[src/rtl/mul_pkg.sv]
// rtl/mul_pkg.sv - shared types and constants for the mul_arb multiplier sequencer
//
// Purpose: state encoding, operand/product widths and the last iteration index
//          used by mul_arb and mul_dp.
// Ports:   none (package).
package mul_pkg;

  localparam int OP_W   = 4;
  localparam int PROD_W = 8;

  // Step counter value on which the final shift-add iteration is taken.
  localparam logic [1:0] ITER_LAST = 2'd3;

  typedef enum logic [1:0] {
    IDLE = 2'd0,
    CALC = 2'd1,
    DONE = 2'd2
  } state_e;

endpackage

[src/rtl/mul_dp.sv]
// rtl/mul_dp.sv - 4x4 shift-add multiplier datapath registers
//
// Purpose: holds the multiplicand (ra) and the combined partial-product /
//          multiplier register (ry); performs one shift-add iteration per step.
// Ports:
//   clk   in  1       clock
//   rst   in  1       synchronous active-low reset
//   load  in  1       load ra=a, ry={0,b}
//   step  in  1       perform one iteration
//   a     in  OP_W    multiplicand
//   b     in  OP_W    multiplier
//   ry    out PROD_W  product register
module mul_dp
  import mul_pkg::*;
(
  input  logic              clk,
  input  logic              rst,
  input  logic              load,
  input  logic              step,
  input  logic [OP_W-1:0]   a,
  input  logic [OP_W-1:0]   b,
  output logic [PROD_W-1:0] ry
);

  logic [OP_W-1:0]   ra_q, ra_d;
  logic [PROD_W-1:0] ry_q, ry_d;
  logic [OP_W:0]     w_add;

  always_comb begin
    ra_d  = ra_q;
    ry_d  = ry_q;
    // Upper half plus multiplicand; the carry becomes the new MSB after the shift.
    w_add = {1'b0, ry_q[PROD_W-1:OP_W]} + {1'b0, ra_q};
    if (load) begin
      ra_d = a;
      ry_d = {{(PROD_W-OP_W){1'b0}}, b};
    end else if (step) begin
      if (ry_q[0]) begin
        ry_d = {w_add, ry_q[OP_W-1:1]};
      end else begin
        ry_d = {1'b0, ry_q[PROD_W-1:1]};
      end
    end
  end

  always_ff @(posedge clk) begin
    if (!rst) begin
      ra_q <= '0;
      ry_q <= '0;
    end else begin
      ra_q <= ra_d;
      ry_q <= ry_d;
    end
  end

  assign ry = ry_q;

endmodule

[src/rtl/mul_arb.sv]
// rtl/mul_arb.sv - two-requester arbiter and sequencer for the shared shift-add multiplier
//
// Purpose: grants one of two requesters, runs four shift-add iterations on
//          mul_dp and returns the product with a one-cycle response pulse.
//          Define MUL_ARB_RR_EN for round-robin arbitration; otherwise
//          requester 0 has fixed priority.
// Ports:
//   clk         in  1  clock
//   rst         in  1  synchronous active-low reset
//   req_valid   in  2  per-requester request valid
//   req_a0/b0   in  4  requester 0 operands
//   req_a1/b1   in  4  requester 1 operands
//   req_ready   out 2  one-hot grant (IDLE only)
//   resp_valid  out 2  one-hot response pulse to the owner
//   resp_y      out 8  product, meaningful while resp_valid != 0
//   busy        out 1  high in every state except IDLE
module mul_arb
  import mul_pkg::*;
(
  input  logic              clk,
  input  logic              rst,
  input  logic [1:0]        req_valid,
  input  logic [OP_W-1:0]   req_a0,
  input  logic [OP_W-1:0]   req_b0,
  input  logic [OP_W-1:0]   req_a1,
  input  logic [OP_W-1:0]   req_b1,
  output logic [1:0]        req_ready,
  output logic [1:0]        resp_valid,
  output logic [PROD_W-1:0] resp_y,
  output logic              busy
);

  state_e     state_q, state_d;
  logic [1:0] cnt_q, cnt_d;
  logic       owner_q, owner_d;
  logic [1:0] grant;
  logic       hs;
  logic       load;
  logic       step;
  logic [OP_W-1:0] dp_a, dp_b;

`ifdef MUL_ARB_RR_EN
  // ptr_q set means requester 1 is favoured on the next simultaneous request.
  logic ptr_q, ptr_d;
`endif

  always_comb begin
    grant = 2'b00;
    case (req_valid)
      2'b01:   grant = 2'b01;
      2'b10:   grant = 2'b10;
`ifdef MUL_ARB_RR_EN
      2'b11:   grant = ptr_q ? 2'b10 : 2'b01;
`else
      2'b11:   grant = 2'b01;
`endif
      default: grant = 2'b00;
    endcase
  end

  // Ready is held low while reset is asserted so no handshake can occur then.
  assign req_ready = (state_q == IDLE && rst) ? grant : 2'b00;
  assign hs        = |(req_valid & req_ready);

  assign dp_a = req_ready[1] ? req_a1 : req_a0;
  assign dp_b = req_ready[1] ? req_b1 : req_b0;

  always_comb begin
    state_d = state_q;
    cnt_d   = cnt_q;
    owner_d = owner_q;
    load    = 1'b0;
    step    = 1'b0;
    case (state_q)
      IDLE: begin
        if (hs) begin
          state_d = CALC;
          cnt_d   = 2'd0;
          owner_d = req_ready[1];
          load    = 1'b1;
        end
      end
      CALC: begin
        step  = 1'b1;
        cnt_d = cnt_q + 2'd1;
        if (cnt_q == ITER_LAST) begin
          state_d = DONE;
        end
      end
      DONE:    state_d = IDLE;
      default: state_d = IDLE;
    endcase
  end

`ifdef MUL_ARB_RR_EN
  always_comb begin
    ptr_d = ptr_q;
    if (hs) begin
      ptr_d = req_ready[0];
    end
  end
`endif

  always_ff @(posedge clk) begin
    if (!rst) begin
      state_q <= IDLE;
      cnt_q   <= 2'd0;
      owner_q <= 1'b0;
`ifdef MUL_ARB_RR_EN
      ptr_q   <= 1'b0;
`endif
    end else begin
      state_q <= state_d;
      cnt_q   <= cnt_d;
      owner_q <= owner_d;
`ifdef MUL_ARB_RR_EN
      ptr_q   <= ptr_d;
`endif
    end
  end

  mul_dp u_dp (
    .clk  (clk),
    .rst  (rst),
    .load (load),
    .step (step),
    .a    (dp_a),
    .b    (dp_b),
    .ry   (resp_y)
  );

  assign resp_valid = (state_q == DONE) ? (owner_q ? 2'b10 : 2'b01) : 2'b00;
  assign busy       = (state_q != IDLE);

endmodule

[config.mk]
export PLATFORM = sky130hd
export DESIGN_NAME = mul_arb
export DESIGN_NICKNAME = d
export VERILOG_FILES = /design/src/rtl/mul_pkg.sv /design/src/rtl/mul_dp.sv /design/src/rtl/mul_arb.sv
export SDC_FILE = /design/constraint.sdc
export NUM_CORES = 1
export LEC_CHECK = 0
export ABC_CLOCK_PERIOD_IN_PS = 1400
export BUFFER_PORTS_ARGS = -buffer_cell sky130_fd_sc_hd__buf_2
export CAP_MARGIN = 0
export CORE_MARGIN = 2
export CORE_UTILIZATION = 38
export CTS_CLUSTER_DIAMETER = 30
export DETAILED_ROUTE_END_ITERATION = 16
export PLACE_DENSITY_LB_ADDON = 0.08
export SLEW_MARGIN = 20
export SYNTH_ARGS = -nofsm -noshare
export SYNTH_HDL_FRONTEND = slang
export SYNTH_SLANG_ARGS = --single-unit
[constraint.sdc]
create_clock -name clk -period 1.4 [get_ports clk]
set_input_delay 0.21 -clock clk [delete_from_list [all_inputs] [get_ports clk]]
set_output_delay 0.21 -clock clk [all_outputs]
set_load 0.03 [all_outputs]
Word level (Yosys, flattened, before mapping)
Index checks and enable logic that the tools add are counted.
{"block": "totals", "ff_bits": 17, "inputBits": 20, "out_inout_bits": 13, "word_cells": 46}
{"block": "classes", "addsub": 2, "n_eq_ne": 8, "n_mux": 17, "n_bitwise": 2, "n_reduce_logical": 11}
{"operator": "two-way mux 4 bit", "n": 4}
{"operator": "two-way mux 2 bit", "n": 6}
{"operator": "one-hot mux 2 bit (2 select lines)", "n": 3}
{"operator": "equality test 2 bit (second input constant)", "n": 4}
{"operator": "two-way mux 8 bit", "n": 1}
{"operator": "AND reduction 2 bit", "n": 3}
{"operator": "nonzero test 2 bit", "n": 3}
{"operator": "OR reduction 2 bit", "n": 3}
{"operator": "adder 4 x 4 -> 5 bit", "n": 1}
{"operator": "equality test 2 x 1 -> 1 bit (second input constant)", "n": 2}
{"operator": "inequality test 2 bit (second input constant)", "n": 2}
{"operator": "two-way mux 1 bit", "n": 3}
{"operator": "adder 2 x 1 -> 2 bit (second input constant)", "n": 1}
{"operator": "bitwise AND 2 bit", "n": 1}
{"operator": "zero test 2 bit", "n": 1}
{"operator": "logical AND 1 bit", "n": 1}
{"operator": "NOT 1 bit", "n": 1}

Depth between registers and ports, before layout
Gate-level depths: netlist (run 1).
{"block": "depth", "depth_word": 9, "depth_mapped": 6, "ltp_nobuf": 6}

Cells and area by module
From an unflattened synthesis (run 1), not the netlist that was laid out.
{"block": "hier_totals", "cells_unflattened": 107, "hier_area_um2": 1013.5}
{"module": "mul_dp", "instances": 1, "cells_per_inst": 71, "area_per_inst_um2": 661.9, "seq_area_each_um2": 240.2}
{"module": "mul_arb", "instances": 1, "cells_per_inst": 36, "area_per_inst_um2": 351.6, "seq_area_each_um2": 100.1}

Worst setup path after synthesis (run 1)
OpenSTA, ideal clock, no wires.
{"block": "synth_timing", "path_kind": "register to register", "start": "register u_dp.ry_q[6] (netlist: u_dp.ry[6])", "end": "register u_dp.ry_q[6] (netlist: u_dp.ry[6])", "setup_ns": 0.125, "arrival_ns": 1.508, "setup_slack_ns": -0.233, "path_stages_with_launch": 6, "cell_sequence": "dfxtp_1 > ha_1 > and3_1 > or3_1 > nand4_1 > a21oi_1"}
{"block": "synth_via", "elab_chain_len": 2}
{"item": "start, declared", "line": "mul_dp.sv:26", "source": "logic [PROD_W-1:0] ry_q, ry_d;"}
{"item": "start signal, assigned", "line": "mul_dp.sv:52", "source": "ry_q <= ry_d;"}
{"item": "adder 4 x 4 -> 5 bit", "line": "mul_dp.sv:33", "source": "w_add = {1'b0, ry_q[PROD_W-1:OP_W]} + {1'b0, ra_q};"}
{"item": "two-way mux 8 bit", "line": "mul_dp.sv:38", "source": "if (ry_q[0]) begin"}
No other way between the ends.
A chain may end at the register's enable or synchronous reset.

Final worst setup path (run 1)
{"block": "layout_timing", "start": "register u_dp.ry_q[5] (netlist: u_dp.ry[5])", "end": "register u_dp.ry_q[6] (netlist: u_dp.ry[6])"}
Same word-level chain as after synthesis.

==> run_summary.xml, run 1 <==
<?xml version="1.0" encoding="UTF-8"?>
<metrics>
  <group name="die">
    <metric name="ios" unit="">33</metric>
    <metric name="fp.dieW" unit="um">54.7</metric>
    <metric name="coreArea" unit="um^2">2450</metric>
    <metric name="initial_core_util" unit="">0.398</metric>
    <metric name="core.rowCount" unit="">18</metric>
    <metric name="dieHeight" unit="um">54.7</metric>
    <metric name="fp.dieArea" unit="um^2">2990</metric>
  </group>
  <group name="sta">
    <metric name="fin_skew" unit="ns">0.00505</metric>
    <metric name="fmax" unit="GHz">0.699</metric>
    <metric name="final_min_period_over_clock_period" unit="">1.02</metric>
    <metric name="tns" unit="ns">-0.0898</metric>
    <metric name="timing.max_slew.rel_slack" unit="">0.761</metric>
    <metric name="report.final.hold_viol_count" unit="">0</metric>
    <metric name="rsz_0062_raised_after_global_routing" unit="">true</metric>
    <metric name="final.setup.worst_slack" unit="ns">-0.0305</metric>
    <metric name="finalSetupViolations" unit="">5</metric>
    <metric name="worst_slew_pin_slew" unit="ns">0.358</metric>
    <metric name="timing.final.crit_period" unit="ns">1.43</metric>
    <metric name="timing.final.max_slew_violations" unit="">0</metric>
  </group>
  <group name="finish">
    <metric name="postLayoutCellArea" unit="um^2">1360</metric>
    <metric name="sequential_cell_area" unit="um^2">359</metric>
    <metric name="design.final.nets" unit="">177</metric>
    <metric name="footprint_of_the_multi_input_gates" unit="um^2">626</metric>
    <metric name="layout.cells.non_filler" unit="">180</metric>
    <metric name="syn_to_final_growth" unit="%">39.5</metric>
    <metric name="fillCellCount" unit="">249</metric>
    <metric name="antennaDiodeCount" unit="">0</metric>
    <metric name="final_layout_size_suffix_gt1_frac" unit="">0.467</metric>
  </group>
  <group name="clock_tree">
    <metric name="numClockSinks" unit="">17</metric>
    <metric name="tritoncts" unit="">done</metric>
    <metric name="post_cts_hold_buffer_count" unit="">0</metric>
    <metric name="worst_skew_pair.late_latency" unit="ns">0.29</metric>
    <metric name="clkTransAtPathRegs" unit="ns">0.10</metric>
    <metric name="cts_made_buffers" unit="">3</metric>
    <metric name="root_cell_of_the_clock_tree" unit="">sky130_fd_sc_hd__clkbuf_4</metric>
    <metric name="buffers_from_clock_root_to_sink_at_most" unit="">2</metric>
    <metric name="clock_tree.htree_level_count" unit="">1</metric>
  </group>
  <group name="power">
    <metric name="total_switching_power" unit="uW">345</metric>
    <metric name="ir_worst_vdd" unit="V">0.000555</metric>
    <metric name="power.combinational.fraction" unit="">0.263</metric>
    <metric name="cellInternalPower" unit="uW">746</metric>
    <metric name="cellLeakagePower" unit="uW">0.000634</metric>
    <metric name="clockPowerShare" unit="">0.243</metric>
    <metric name="switching_share" unit="">0.317</metric>
    <metric name="sequentialPowerShare" unit="">0.495</metric>
    <metric name="power_per_cell_area" unit="nW/um^2">801</metric>
  </group>
  <group name="synthesis">
    <metric name="synth.avg_cell_area" unit="um^2">9.12</metric>
    <metric name="ranking_of_synthesized_cells_by_area" unit="">sky130_fd_sc_hd__dfxtp_1, sky130_fd_sc_hd__ha_1, sky130_fd_sc_hd__mux2i_1</metric>
    <metric name="synthesis.yosys.warnings" unit="">0</metric>
    <metric name="yosys_register_bits" unit="">17</metric>
    <metric name="synthDominantAreaCellType" unit="">sky130_fd_sc_hd__dfxtp_1</metric>
    <metric name="seq_total_area_yosys" unit="">0.349</metric>
    <metric name="synth.lib_cells_used.distinct" unit="">40</metric>
    <metric name="cell_area_after_synthesis" unit="um^2">976</metric>
    <metric name="mappedNetlistNets" unit="">133</metric>
    <metric name="syn-instance-count" unit="">107</metric>
    <metric name="area_fraction_of_the_dominant_cell_type_after_synthesis" unit="">0.349</metric>
  </group>
  <group name="grt">
    <metric name="total_routing_resource_utilization_after_global_routing" unit="">0.177</metric>
    <metric name="pin_count_of_the_biggest_net_entering_global_routing" unit="">15</metric>
    <metric name="first_global_vias" unit="">828</metric>
    <metric name="global_route_wire_length_before_repair" unit="mm">3.73</metric>
    <metric name="grt_remaining_overflow" unit="">0</metric>
    <metric name="antenna_found_initial" unit="">0</metric>
  </group>
  <group name="hold_path">
    <metric name="hold_end" unit="">u_dp.ra_q[1]$_SDFFE_PN0P_</metric>
    <metric name="min-delay-path-class" unit="">input pin to register</metric>
    <metric name="worstHoldPathCells" unit="">3</metric>
    <metric name="min_from" unit="">req_a1[1]</metric>
  </group>
  <group name="setup_path">
    <metric name="r2r.worst_path.cells" unit="">5</metric>
    <metric name="worstPathMaxFanout" unit="">3</metric>
    <metric name="category_of_the_most_critical_setup_path" unit="">register to register</metric>
    <metric name="r2r-start" unit="">u_dp.ry[5]$_SDFFE_PP0P_</metric>
    <metric name="r2r_slack" unit="ns">-0.03</metric>
    <metric name="rr_endpoint" unit="">u_dp.ry[6]$_SDFFE_PP0P_</metric>
    <metric name="setup.worst_path.start_class" unit="">register</metric>
    <metric name="worst_ep_arrival_time" unit="ns">1.61</metric>
    <metric name="endpoint_kind" unit="">register</metric>
    <metric name="worst-endpoint-required" unit="ns">1.58</metric>
  </group>
  <group name="place">
    <metric name="dpl_cell_area" unit="um^2">1240</metric>
    <metric name="numPlacedInstances" unit="">170</metric>
    <metric name="port_buffers" unit="">32</metric>
    <metric name="dpl.hpwl" unit="mm">1.77</metric>
    <metric name="gpl.final_weighted_congestion" unit="">0.709</metric>
    <metric name="dp_worst_setup_slack" unit="ns">-0.0295</metric>
  </group>
  <group name="route">
    <metric name="drcViolationCount" unit="">0</metric>
    <metric name="post_drt_via_cell_ratio" unit="">5.14</metric>
    <metric name="detail_route.wirelength" unit="mm">2.34</metric>
    <metric name="first_drt_iteration_drcs" unit="">12</metric>
    <metric name="num_vias" unit="">925</metric>
    <metric name="route.detailed.wl_per_inst" unit="um">13.0</metric>
    <metric name="first_pass_iters" unit="">4</metric>
    <metric name="ant_nets" unit="">0</metric>
  </group>
  <group name="status">
    <metric name="violations_in_the_final_reports" unit="">setup timing</metric>
    <metric name="status" unit="">finished, violations left</metric>
  </group>
  <group name="flow_run">
    <metric name="maxCapViolations" unit="">0</metric>
  </group>
</metrics>
## layout by cell type (no fill, tap or decap), types with 4 or more instances in the layout
cell / instances
sky130_fd_sc_hd__a31oi_1: 4
sky130_fd_sc_hd__dfxtp_4: 4
sky130_fd_sc_hd__dfxtp_1: 10
sky130_fd_sc_hd__buf_2: 28
sky130_fd_sc_hd__buf_6: 4
sky130_fd_sc_hd__o21ai_1: 6
sky130_fd_sc_hd__nand2_1: 10
sky130_fd_sc_hd__buf_4: 12
sky130_fd_sc_hd__nor2_1: 5
sky130_fd_sc_hd__mux2i_1: 4
sky130_fd_sc_hd__a21oi_1: 5
## what timing repair did
action,in CTS,in global routing
endpoints found under the setup margin,8,8
gates resized for setup,5,10
setup buffers,2,4
pin swaps,3,2
## state kept, by name (all words and copies together), names as in the netlist
signal	cells
owner_q	1
u_dp.ry	8
cnt_q	2
u_dp.ra_q	4
state_q	2
## worst max-delay path by stage
stage	startpoint	to	slack, ns
5_1_grt	u_dp.ry[4]$_SDFFE_PP0P_	u_dp.ry[5]$_SDFFE_PP0P_	-0.14
3_5_place_dp	u_dp.ry[5]$_SDFFE_PP0P_	u_dp.ry[6]$_SDFFE_PP0P_	-0.03
4_1_cts	u_dp.ry[4]$_SDFFE_PP0P_	u_dp.ry[5]$_SDFFE_PP0P_	-0.04
6_report	u_dp.ry[5]$_SDFFE_PP0P_	u_dp.ry[6]$_SDFFE_PP0P_	-0.03
2_1_floorplan	u_dp.ry[5]$_SDFFE_PP0P_	u_dp.ry[6]$_SDFFE_PP0P_	-0.01
3_3_place_gp	u_dp.ra_q[2]$_SDFFE_PN0P_	u_dp.ry[6]$_SDFFE_PP0P_	-0.02
## power by group through the flow
stage / combinational (uW) / clock (uW) / sequential [uW]
final: 287 / 265 / 540
after global routing: 314 / 302 / 544
after CTS: 268 / 278 / 539
after detailed placement: 265 / 0 / 549
after global placement: 264 / 0 / 548
after floorplan: 152 / 0 / 569
## per-stage QoR
stage | hold WS (ns) | utilization | power, uW
floorplan | 0.363 | - | 720
global placement | 0.465 | 0.507 | 812
detailed placement | 0.465 | 0.507 | 814
CTS | 0.146 | 0.529 | 1090
global route | 0.155 | 0.555 | 1160
finish | 0.154 | 0.555 | 1090
## synthesized netlist by cell type
library cell / count
sky130_fd_sc_hd__dfxtp_1: 17
sky130_fd_sc_hd__nand2_1: 10
sky130_fd_sc_hd__o21ai_1: 6
sky130_fd_sc_hd__a21oi_1: 5
sky130_fd_sc_hd__ha_1: 5
sky130_fd_sc_hd__nor2_1: 5
sky130_fd_sc_hd__a31oi_1: 4
sky130_fd_sc_hd__mux2i_1: 4
sky130_fd_sc_hd__and3_1: 3
sky130_fd_sc_hd__buf_2: 3
sky130_fd_sc_hd__nand3_1: 3
sky130_fd_sc_hd__nor3b_1: 3
sky130_fd_sc_hd__o211ai_1: 3
sky130_fd_sc_hd__o21ai_0: 3
sky130_fd_sc_hd__a32oi_1: 2
sky130_fd_sc_hd__buf_4: 2
sky130_fd_sc_hd__inv_1: 2
sky130_fd_sc_hd__nand2b_1: 2
sky130_fd_sc_hd__nor2b_1: 2
sky130_fd_sc_hd__nor3_2: 2
sky130_fd_sc_hd__o21a_1: 2
sky130_fd_sc_hd__a211oi_1: 1
sky130_fd_sc_hd__a211oi_2: 1
sky130_fd_sc_hd__a21boi_0: 1
sky130_fd_sc_hd__a21boi_1: 1
sky130_fd_sc_hd__a21o_1: 1
sky130_fd_sc_hd__a221oi_2: 1
sky130_fd_sc_hd__and3b_1: 1
sky130_fd_sc_hd__clkbuf_1: 1
sky130_fd_sc_hd__clkinv_4: 1
sky130_fd_sc_hd__fa_1: 1
sky130_fd_sc_hd__mux2_2: 1
sky130_fd_sc_hd__nand3b_1: 1
sky130_fd_sc_hd__nand4_1: 1
sky130_fd_sc_hd__nand4b_4: 1
sky130_fd_sc_hd__nor2_4: 1
sky130_fd_sc_hd__nor3_1: 1
sky130_fd_sc_hd__o21ai_2: 1
sky130_fd_sc_hd__or3_1: 1
sky130_fd_sc_hd__xnor2_1: 1
## logic make-up after synthesis
logic type      after synthesis  synth area share
fa+ha+maj                     6            0.0846
buf+inv                       9            0.0513
simple gates                 37             0.232
mux                           5            0.0526
flops                        17             0.349
compound gates               32             0.222
xor+xnor                      1           0.00898
## per-layer routing
| metal | global-route usage | vias up | wire (um) |
|---|---|---|---|
| met5 | 0 | - | 0 |
| met4 | 0.0625 | 0 | 15 |
| met3 | 0.0383 | 2 | 110 |
| met2 | 0.274 | 22 | 1040 |
| met1 | 0.240 | 417 | 1170 |
| li1 | - | 484 | - |
## final cells by class
cell class,instances,share of cell area
clock buffer,3,0.0165
clock inverter,1,0.00368
inverter,3,0.0119
multi-input combinational,81,0.460
sequential,17,0.264
tap,30,0.0276
timing repair buffer,45,0.217
## critical path, stage by stage (launching register included)
cell                      delay, ns
sky130_fd_sc_hd__dfxtp_4       0.37
sky130_fd_sc_hd__ha_1          0.29
sky130_fd_sc_hd__and3_1        0.17
sky130_fd_sc_hd__or3_1         0.33
sky130_fd_sc_hd__nand4_1       0.09
sky130_fd_sc_hd__a21oi_1       0.06
No activity file was read; power rests on OpenSTA's default activity.
==> run 2, diff against run 1 <==
- PLACE_DENSITY: unset -> 0.68
- PLACE_DENSITY_LB_ADDON: 0.08 -> unset
==> run 2 against run 1 <==
Compared with the run above:
- register-to-register slack about the same
- sequential power about the same
- final cell count fell by 1.7%
- count of clock-buffer cells in the layout increased by 1
- the run still ends with setup timing left
- hold slack got worse by 0.0054 ns
- clock power grew 2%
- sequential share of layout area is 1.0 points higher
- fmax decreased by 0.91%
- critical endpoint is now u_dp.ry[5]$_SDFFE_PP0P_
- sequential cell count did not move
- largest power group unchanged
- non-clock buffer count decreased by 3
==> run_summary.xml, run 2 (same netlist as run 1, synthesis figures left out) <==
<?xml version="1.0" encoding="UTF-8"?>
<metrics>
  <group name="setup_path">
    <metric name="worstPathMaxFanout" unit="">2</metric>
    <metric name="setup.worst_path.end" unit="">u_dp.ry[5]$_SDFFE_PP0P_</metric>
    <metric name="crit_start" unit="">u_dp.ry[4]$_SDFFE_PP0P_</metric>
    <metric name="endpoint_kind" unit="">register</metric>
    <metric name="category_of_the_most_critical_setup_path" unit="">register to register</metric>
    <metric name="r2r.worst_path.cells" unit="">6</metric>
    <metric name="r2r_slack" unit="ns">-0.04</metric>
    <metric name="rr_endpoint" unit="">u_dp.ry[5]$_SDFFE_PP0P_</metric>
    <metric name="worst_ep_arrival_time" unit="ns">1.68</metric>
    <metric name="r2r-start" unit="">u_dp.ry[4]$_SDFFE_PP0P_</metric>
    <metric name="worst-endpoint-required" unit="ns">1.64</metric>
    <metric name="setup.worst_path.start_class" unit="">register</metric>
  </group>
  <group name="finish">
    <metric name="syn_to_final_growth" unit="%">36.2</metric>
    <metric name="layout.cells.non_filler" unit="">177</metric>
    <metric name="postLayoutCellArea" unit="um^2">1330</metric>
    <metric name="antennaDiodeCount" unit="">0</metric>
    <metric name="layout_commonest_cell" unit="">sky130_fd_sc_hd__buf_2</metric>
    <metric name="final_layout_size_suffix_gt1_frac" unit="">0.476</metric>
    <metric name="design.final.nets" unit="">174</metric>
    <metric name="most_frequent_cells_in_the_layout" unit="">sky130_fd_sc_hd__buf_2, sky130_fd_sc_hd__buf_4, sky130_fd_sc_hd__nand2_1</metric>
    <metric name="largest_register_ff_count" unit="">8</metric>
  </group>
  <group name="sta">
    <metric name="fin_skew" unit="ns">0.00906</metric>
    <metric name="timing.final.max_slew_violations" unit="">0</metric>
    <metric name="final_min_period_over_clock_period" unit="">1.03</metric>
    <metric name="report.final.hold_viol_count" unit="">0</metric>
    <metric name="rsz_0062_raised_after_global_routing" unit="">true</metric>
    <metric name="fmax" unit="GHz">0.693</metric>
    <metric name="timing.max_slew.rel_slack" unit="">0.748</metric>
    <metric name="timing.final.crit_period" unit="ns">1.44</metric>
    <metric name="finalSetupViolations" unit="">3</metric>
    <metric name="worst_slew_pin_slew" unit="ns">0.378</metric>
    <metric name="fin_hold_ws" unit="ns">0.148</metric>
    <metric name="final.setup.worst_slack" unit="ns">-0.0437</metric>
  </group>
  <group name="die">
    <metric name="coreArea" unit="um^2">2450</metric>
    <metric name="fp.dieW" unit="um">54.7</metric>
    <metric name="fp.dieArea" unit="um^2">2990</metric>
    <metric name="dieHeight" unit="um">54.7</metric>
    <metric name="ios" unit="">33</metric>
    <metric name="initial_core_util" unit="">0.398</metric>
    <metric name="core.rowCount" unit="">18</metric>
  </group>
  <group name="status">
    <metric name="status" unit="">finished, violations left</metric>
    <metric name="violations_in_the_final_reports" unit="">setup timing</metric>
  </group>
  <group name="route">
    <metric name="first_drt_iteration_drcs" unit="">13</metric>
    <metric name="route.detailed.wl_per_inst" unit="um">13.8</metric>
    <metric name="num_vias" unit="">926</metric>
    <metric name="ant_nets" unit="">0</metric>
    <metric name="detail_route.wirelength" unit="mm">2.45</metric>
    <metric name="drcViolationCount" unit="">0</metric>
    <metric name="post_drt_via_cell_ratio" unit="">5.23</metric>
    <metric name="first_pass_iters" unit="">4</metric>
  </group>
  <group name="clock_tree">
    <metric name="worst_skew_pair.late_latency" unit="ns">0.30</metric>
    <metric name="numClockSinks" unit="">17</metric>
    <metric name="root_cell_of_the_clock_tree" unit="">sky130_fd_sc_hd__clkbuf_4</metric>
    <metric name="clock_tree.htree_level_count" unit="">1</metric>
    <metric name="clkTransAtPathRegs" unit="ns">0.10</metric>
    <metric name="buffers_from_clock_root_to_sink_at_most" unit="">2</metric>
    <metric name="tritoncts" unit="">done</metric>
    <metric name="cts_made_buffers" unit="">3</metric>
    <metric name="post_cts_hold_buffer_count" unit="">0</metric>
  </group>
  <group name="place">
    <metric name="port_buffers" unit="">32</metric>
    <metric name="dpl_cell_area" unit="um^2">1220</metric>
    <metric name="gpl.final_weighted_congestion" unit="">0.807</metric>
    <metric name="dpl.hpwl" unit="mm">1.78</metric>
    <metric name="numPlacedInstances" unit="">168</metric>
  </group>
  <group name="power">
    <metric name="cellLeakagePower" unit="uW">0.000611</metric>
    <metric name="finalPower" unit="uW">1080</metric>
    <metric name="ir_worst_vdd" unit="V">0.000502</metric>
    <metric name="power_per_cell_area" unit="nW/um^2">814</metric>
  </group>
  <group name="grt">
    <metric name="first_global_vias" unit="">800</metric>
    <metric name="antenna_found_initial" unit="">0</metric>
    <metric name="grt_remaining_overflow" unit="">0</metric>
    <metric name="pin_count_of_the_biggest_net_entering_global_routing" unit="">12</metric>
    <metric name="total_routing_resource_utilization_after_global_routing" unit="">0.179</metric>
    <metric name="global_route_wire_length_before_repair" unit="mm">3.72</metric>
  </group>
  <group name="flow_run">
    <metric name="maxCapViolations" unit="">0</metric>
  </group>
  <group name="hold_path">
    <metric name="min-delay-path-class" unit="">input pin to register</metric>
  </group>
</metrics>
==> run 2: per-stage QoR <==
step | util | worst slack (ns) | TNS (ns)
global route | 0.541 | -0.133 | -0.538
detailed placement | 0.496 | -0.0362 | -0.0783
global placement | 0.496 | -0.00483 | -0.00483
finish | 0.541 | -0.0437 | -0.101
CTS | 0.520 | -0.0399 | -0.136
floorplan | - | -0.0112 | -0.0112
==> run 2: report_power, final <==
part / total (uW) / leakage, uW / internal [uW] / switching, uW
clock: 269 / 0.0000150 / 111 / 158
combinational: 271 / 0.000451 / 117 / 155
sequential: 540 / 0.000145 / 509 / 31.2
==> run 2: worst min path at each step <==
stage                                  startpoint  cells past startpoint                        end
after floorplan                         req_a1[0]                      2  u_dp.ra_q[0]$_SDFFE_PN0P_
after global placement    u_dp.ry[7]$_SDFFE_PP0P_                      2    u_dp.ry[7]$_SDFFE_PP0P_
after detailed placement  u_dp.ry[7]$_SDFFE_PP0P_                      2    u_dp.ry[7]$_SDFFE_PP0P_
after CTS                               req_a0[0]                      3  u_dp.ra_q[0]$_SDFFE_PN0P_
after global routing                    req_a0[2]                      3  u_dp.ra_q[2]$_SDFFE_PN0P_
final                                   req_a0[0]                      3  u_dp.ra_q[0]$_SDFFE_PN0P_
==> run 2: layout make-up <==
cell class                 count  area [um^2]
clock buffer                   4         26.3
fill                         246         1130
inverter                       3         16.3
multi-input combinational     81          632
sequential                    17          364
tap                           30         37.5
timing repair buffer          42          253
==> run 2: timing repair <==
item,CTS,global route
gates cloned,0,0
endpoints found under the setup margin,8,8
pin swaps,3,3
gates resized for setup,8,9
buffers inserted,2,3
endpoints found under the hold margin,0,0
==> run 2: critical path: stages (launching register included) <==
cell and delay [ns]:
sky130_fd_sc_hd__dfxtp_4 0.37, sky130_fd_sc_hd__ha_4 0.16, sky130_fd_sc_hd__fa_2 0.34, sky130_fd_sc_hd__xnor2_1 0.14
sky130_fd_sc_hd__a211oi_1 0.21, sky130_fd_sc_hd__a21oi_1 0.06, sky130_fd_sc_hd__nor2_1 0.10
==> run 2: per-layer routing <==
metal / share of wire / vias up / global-route usage
met5: 0 / - / 0
met4: 0.015 / 0 / 0.100
met3: 0.045 / 4 / 0.0328
met2: 0.47 / 26 / 0.278
met1: 0.47 / 422 / 0.232
li1: - / 474 / -
==> run 3, diff against run 2 <==
- CORE_MARGIN: 2 -> unset
- SETUP_SLACK_MARGIN: unset -> 0.5
- SLEW_MARGIN: 20 -> 0
==> run 3 against run 2 <==
Compared with the run above:
- the run still ends with setup timing left
- global-route usage increased by 5.3 points
- final cell count increased by 9.0%
- design area increased by 33%
- via count increased by 14%
- critical path type unchanged
- critical endpoint is now u_dp.ry[7]$_SDFFE_PP0P_
- largest power group unchanged
==> run_summary.xml, run 3 (same netlist as run 1, synthesis figures left out) <==
<?xml version="1.0" encoding="UTF-8"?>
<metrics>
  <group name="grt">
    <metric name="total_routing_resource_utilization_after_global_routing" unit="">0.232</metric>
    <metric name="grt_remaining_overflow" unit="">0</metric>
    <metric name="antenna_found_initial" unit="">0</metric>
    <metric name="first_global_vias" unit="">970</metric>
    <metric name="global_route_wire_length_before_repair" unit="mm">4.66</metric>
    <metric name="pin_count_of_the_biggest_net_entering_global_routing" unit="">12</metric>
  </group>
  <group name="die">
    <metric name="fp.dieW" unit="um">52.7</metric>
    <metric name="initial_core_util" unit="">0.421</metric>
    <metric name="fp.dieArea" unit="um^2">2770</metric>
    <metric name="dieHeight" unit="um">52.7</metric>
    <metric name="coreArea" unit="um^2">2320</metric>
    <metric name="ios" unit="">33</metric>
    <metric name="core.rowCount" unit="">17</metric>
  </group>
  <group name="hold_path">
    <metric name="hold_end" unit="">u_dp.ra_q[1]$_SDFFE_PN0P_</metric>
    <metric name="min_from" unit="">req_a0[1]</metric>
    <metric name="worstHoldPathCells" unit="">3</metric>
    <metric name="min-delay-path-class" unit="">input pin to register</metric>
  </group>
  <group name="power">
    <metric name="finalPower" unit="uW">1270</metric>
    <metric name="cellLeakagePower" unit="uW">0.000760</metric>
    <metric name="ir_worst_vdd" unit="V">0.000807</metric>
    <metric name="power_per_cell_area" unit="nW/um^2">715</metric>
  </group>
  <group name="sta">
    <metric name="finalSetupViolations" unit="">4</metric>
    <metric name="fin_skew" unit="ns">0.00575</metric>
    <metric name="timing.max_slew.rel_slack" unit="">0.832</metric>
    <metric name="worst_slew_pin_slew" unit="ns">0.252</metric>
    <metric name="final_min_period_over_clock_period" unit="">1.03</metric>
    <metric name="fin_hold_ws" unit="ns">0.151</metric>
    <metric name="timing.final.max_slew_violations" unit="">0</metric>
    <metric name="fmax" unit="GHz">0.695</metric>
    <metric name="rsz_0062_raised_after_global_routing" unit="">true</metric>
    <metric name="tns" unit="ns">-0.100</metric>
    <metric name="final.setup.worst_slack" unit="ns">-0.0394</metric>
    <metric name="timing.final.crit_period" unit="ns">1.44</metric>
    <metric name="report.final.hold_viol_count" unit="">0</metric>
  </group>
  <group name="route">
    <metric name="num_vias" unit="">1059</metric>
    <metric name="detail_route.wirelength" unit="mm">2.93</metric>
    <metric name="route.detailed.wl_per_inst" unit="um">15.2</metric>
    <metric name="first_pass_iters" unit="">4</metric>
    <metric name="first_drt_iteration_drcs" unit="">30</metric>
    <metric name="drcViolationCount" unit="">0</metric>
    <metric name="post_drt_via_cell_ratio" unit="">5.49</metric>
    <metric name="ant_nets" unit="">0</metric>
  </group>
  <group name="clock_tree">
    <metric name="tritoncts" unit="">done</metric>
    <metric name="post_cts_hold_buffer_count" unit="">0</metric>
    <metric name="worst_skew_pair.late_latency" unit="ns">0.29</metric>
    <metric name="clkTransAtPathRegs" unit="ns">0.10</metric>
    <metric name="root_cell_of_the_clock_tree" unit="">sky130_fd_sc_hd__clkbuf_4</metric>
    <metric name="numClockSinks" unit="">17</metric>
    <metric name="cts_made_buffers" unit="">3</metric>
    <metric name="clock_tree.htree_level_count" unit="">1</metric>
    <metric name="buffers_from_clock_root_to_sink_at_most" unit="">2</metric>
  </group>
  <group name="setup_path">
    <metric name="crit_family" unit="">adder cells</metric>
    <metric name="endpoint_kind" unit="">register</metric>
    <metric name="r2r_slack" unit="ns">-0.04</metric>
    <metric name="delay_of_the_slowest_cell_on_the_worst_path" unit="ns">0.37</metric>
    <metric name="worstPathMaxFanout" unit="">2</metric>
    <metric name="setup.worst_path.start_class" unit="">register</metric>
    <metric name="critPathSlowestCell" unit="">sky130_fd_sc_hd__fa_2</metric>
    <metric name="timing.critical_path.cells" unit="">ha_4 &gt; fa_2 &gt; a21oi_2 &gt; nor2b_1 &gt; o211ai_1 &gt; a21oi_1</metric>
    <metric name="r2r.worst_path.cells" unit="">6</metric>
    <metric name="worst-endpoint-required" unit="ns">1.57</metric>
    <metric name="cp_num_buf_inv" unit="">0</metric>
    <metric name="rr_endpoint" unit="">u_dp.ry[7]$_SDFFE_PP0P_</metric>
    <metric name="critical_path_depth" unit="">6</metric>
    <metric name="r2r-start" unit="">u_dp.ry[4]$_SDFFE_PP0P_</metric>
    <metric name="worst_ep_arrival_time" unit="ns">1.61</metric>
    <metric name="category_of_the_most_critical_setup_path" unit="">register to register</metric>
  </group>
  <group name="finish">
    <metric name="largest_register_ff_count" unit="">8</metric>
    <metric name="most_frequent_cells_in_the_layout" unit="">sky130_fd_sc_hd__buf_6, sky130_fd_sc_hd__buf_2, sky130_fd_sc_hd__buf_4</metric>
    <metric name="layout_commonest_cell" unit="">sky130_fd_sc_hd__buf_6</metric>
    <metric name="syn_to_final_growth" unit="%">81.7</metric>
    <metric name="antennaDiodeCount" unit="">0</metric>
    <metric name="final_layout_size_suffix_gt1_frac" unit="">0.685</metric>
    <metric name="layout.cells.non_filler" unit="">193</metric>
    <metric name="post_route_utilization" unit="">0.765</metric>
    <metric name="design.final.nets" unit="">192</metric>
    <metric name="fillCellCount" unit="">154</metric>
  </group>
  <group name="place">
    <metric name="dpl.hpwl" unit="mm">1.74</metric>
    <metric name="port_buffers" unit="">32</metric>
    <metric name="gpl.final_weighted_congestion" unit="">0.795</metric>
    <metric name="numPlacedInstances" unit="">168</metric>
  </group>
  <group name="status">
    <metric name="violations_in_the_final_reports" unit="">setup timing</metric>
    <metric name="status" unit="">finished, violations left</metric>
  </group>
  <group name="flow_run">
    <metric name="maxCapViolations" unit="">0</metric>
  </group>
</metrics>
## run 3: cell types whose count changed in the layout (fill, tap and decap cells not counted), sizes merged
| cell | before | now |
|---|---|---|
| buf | 42 | 59 |
| nor2b | 2 | 3 |
## run 3: layout make-up
type	instances	area [um^2]	area share
Multi-Input combinational cell	82	791	0.446
Timing Repair Buffer	59	527	0.297
Sequential cell	17	375	0.212
Tap cell	28	35.0	0.0198
Clock buffer	4	26.3	0.0148
Inverter	3	18.8	0.0106
## run 3: tightest hold or removal path, stage by stage
cell                      delay (ns)
sky130_fd_sc_hd__buf_2          0.10
sky130_fd_sc_hd__nand2_1        0.04
sky130_fd_sc_hd__a31oi_1        0.07
## run 3: worst max-delay path by stage
| stage | start | end | slack, ns |
|---|---|---|---|
| 5_1_grt | u_dp.ry[4]$_SDFFE_PP0P_ | u_dp.ry[7]$_SDFFE_PP0P_ | -0.10 |
| 3_3_place_gp | u_dp.ry[4]$_SDFFE_PP0P_ | u_dp.ry[5]$_SDFFE_PP0P_ | 0.02 |
| 6_report | u_dp.ry[4]$_SDFFE_PP0P_ | u_dp.ry[7]$_SDFFE_PP0P_ | -0.04 |
| 3_5_place_dp | u_dp.ra_q[1]$_SDFFE_PN0P_ | u_dp.ry[7]$_SDFFE_PP0P_ | -0.03 |
| 4_1_cts | u_dp.ry[4]$_SDFFE_PP0P_ | u_dp.ry[5]$_SDFFE_PP0P_ | -0.04 |
| 2_1_floorplan | u_dp.ry[4]$_SDFFE_PP0P_ | u_dp.ry[7]$_SDFFE_PP0P_ | 0.02 |
## run 3: power breakdown
group | switching (uW) | internal (uW)
registers | 35.5 | 511
clock network | 157 | 111
logic | 219 | 234
total | 412 | 856
## run 3: per-stage QoR
step	setup slack, ns	cell area, um^2
2_1_floorplan	0.0182	1100
3_3_place_gp	0.0198	1320
3_5_place_dp	-0.0270	1320
4_1_cts	-0.0393	1630
5_1_grt	-0.104	1770
6_report	-0.0394	1770
## run 3: timing repair
item,CTS,global route
gates resized for setup,46,19
pin swaps,6,5
setup buffers,15,4
setup endpoints to repair,30,30
cloned,2,0
endpoints found under the hold margin,0,0
## run 3: layer usage
layer  track usage  vias to the layer above  routed length, um
met5             0                        -                  0
met2         0.401                       38               1510
li1              -                      519                  -
met1         0.293                      500               1290
met3        0.0551                        2                118
met4        0.0395                        0                  8
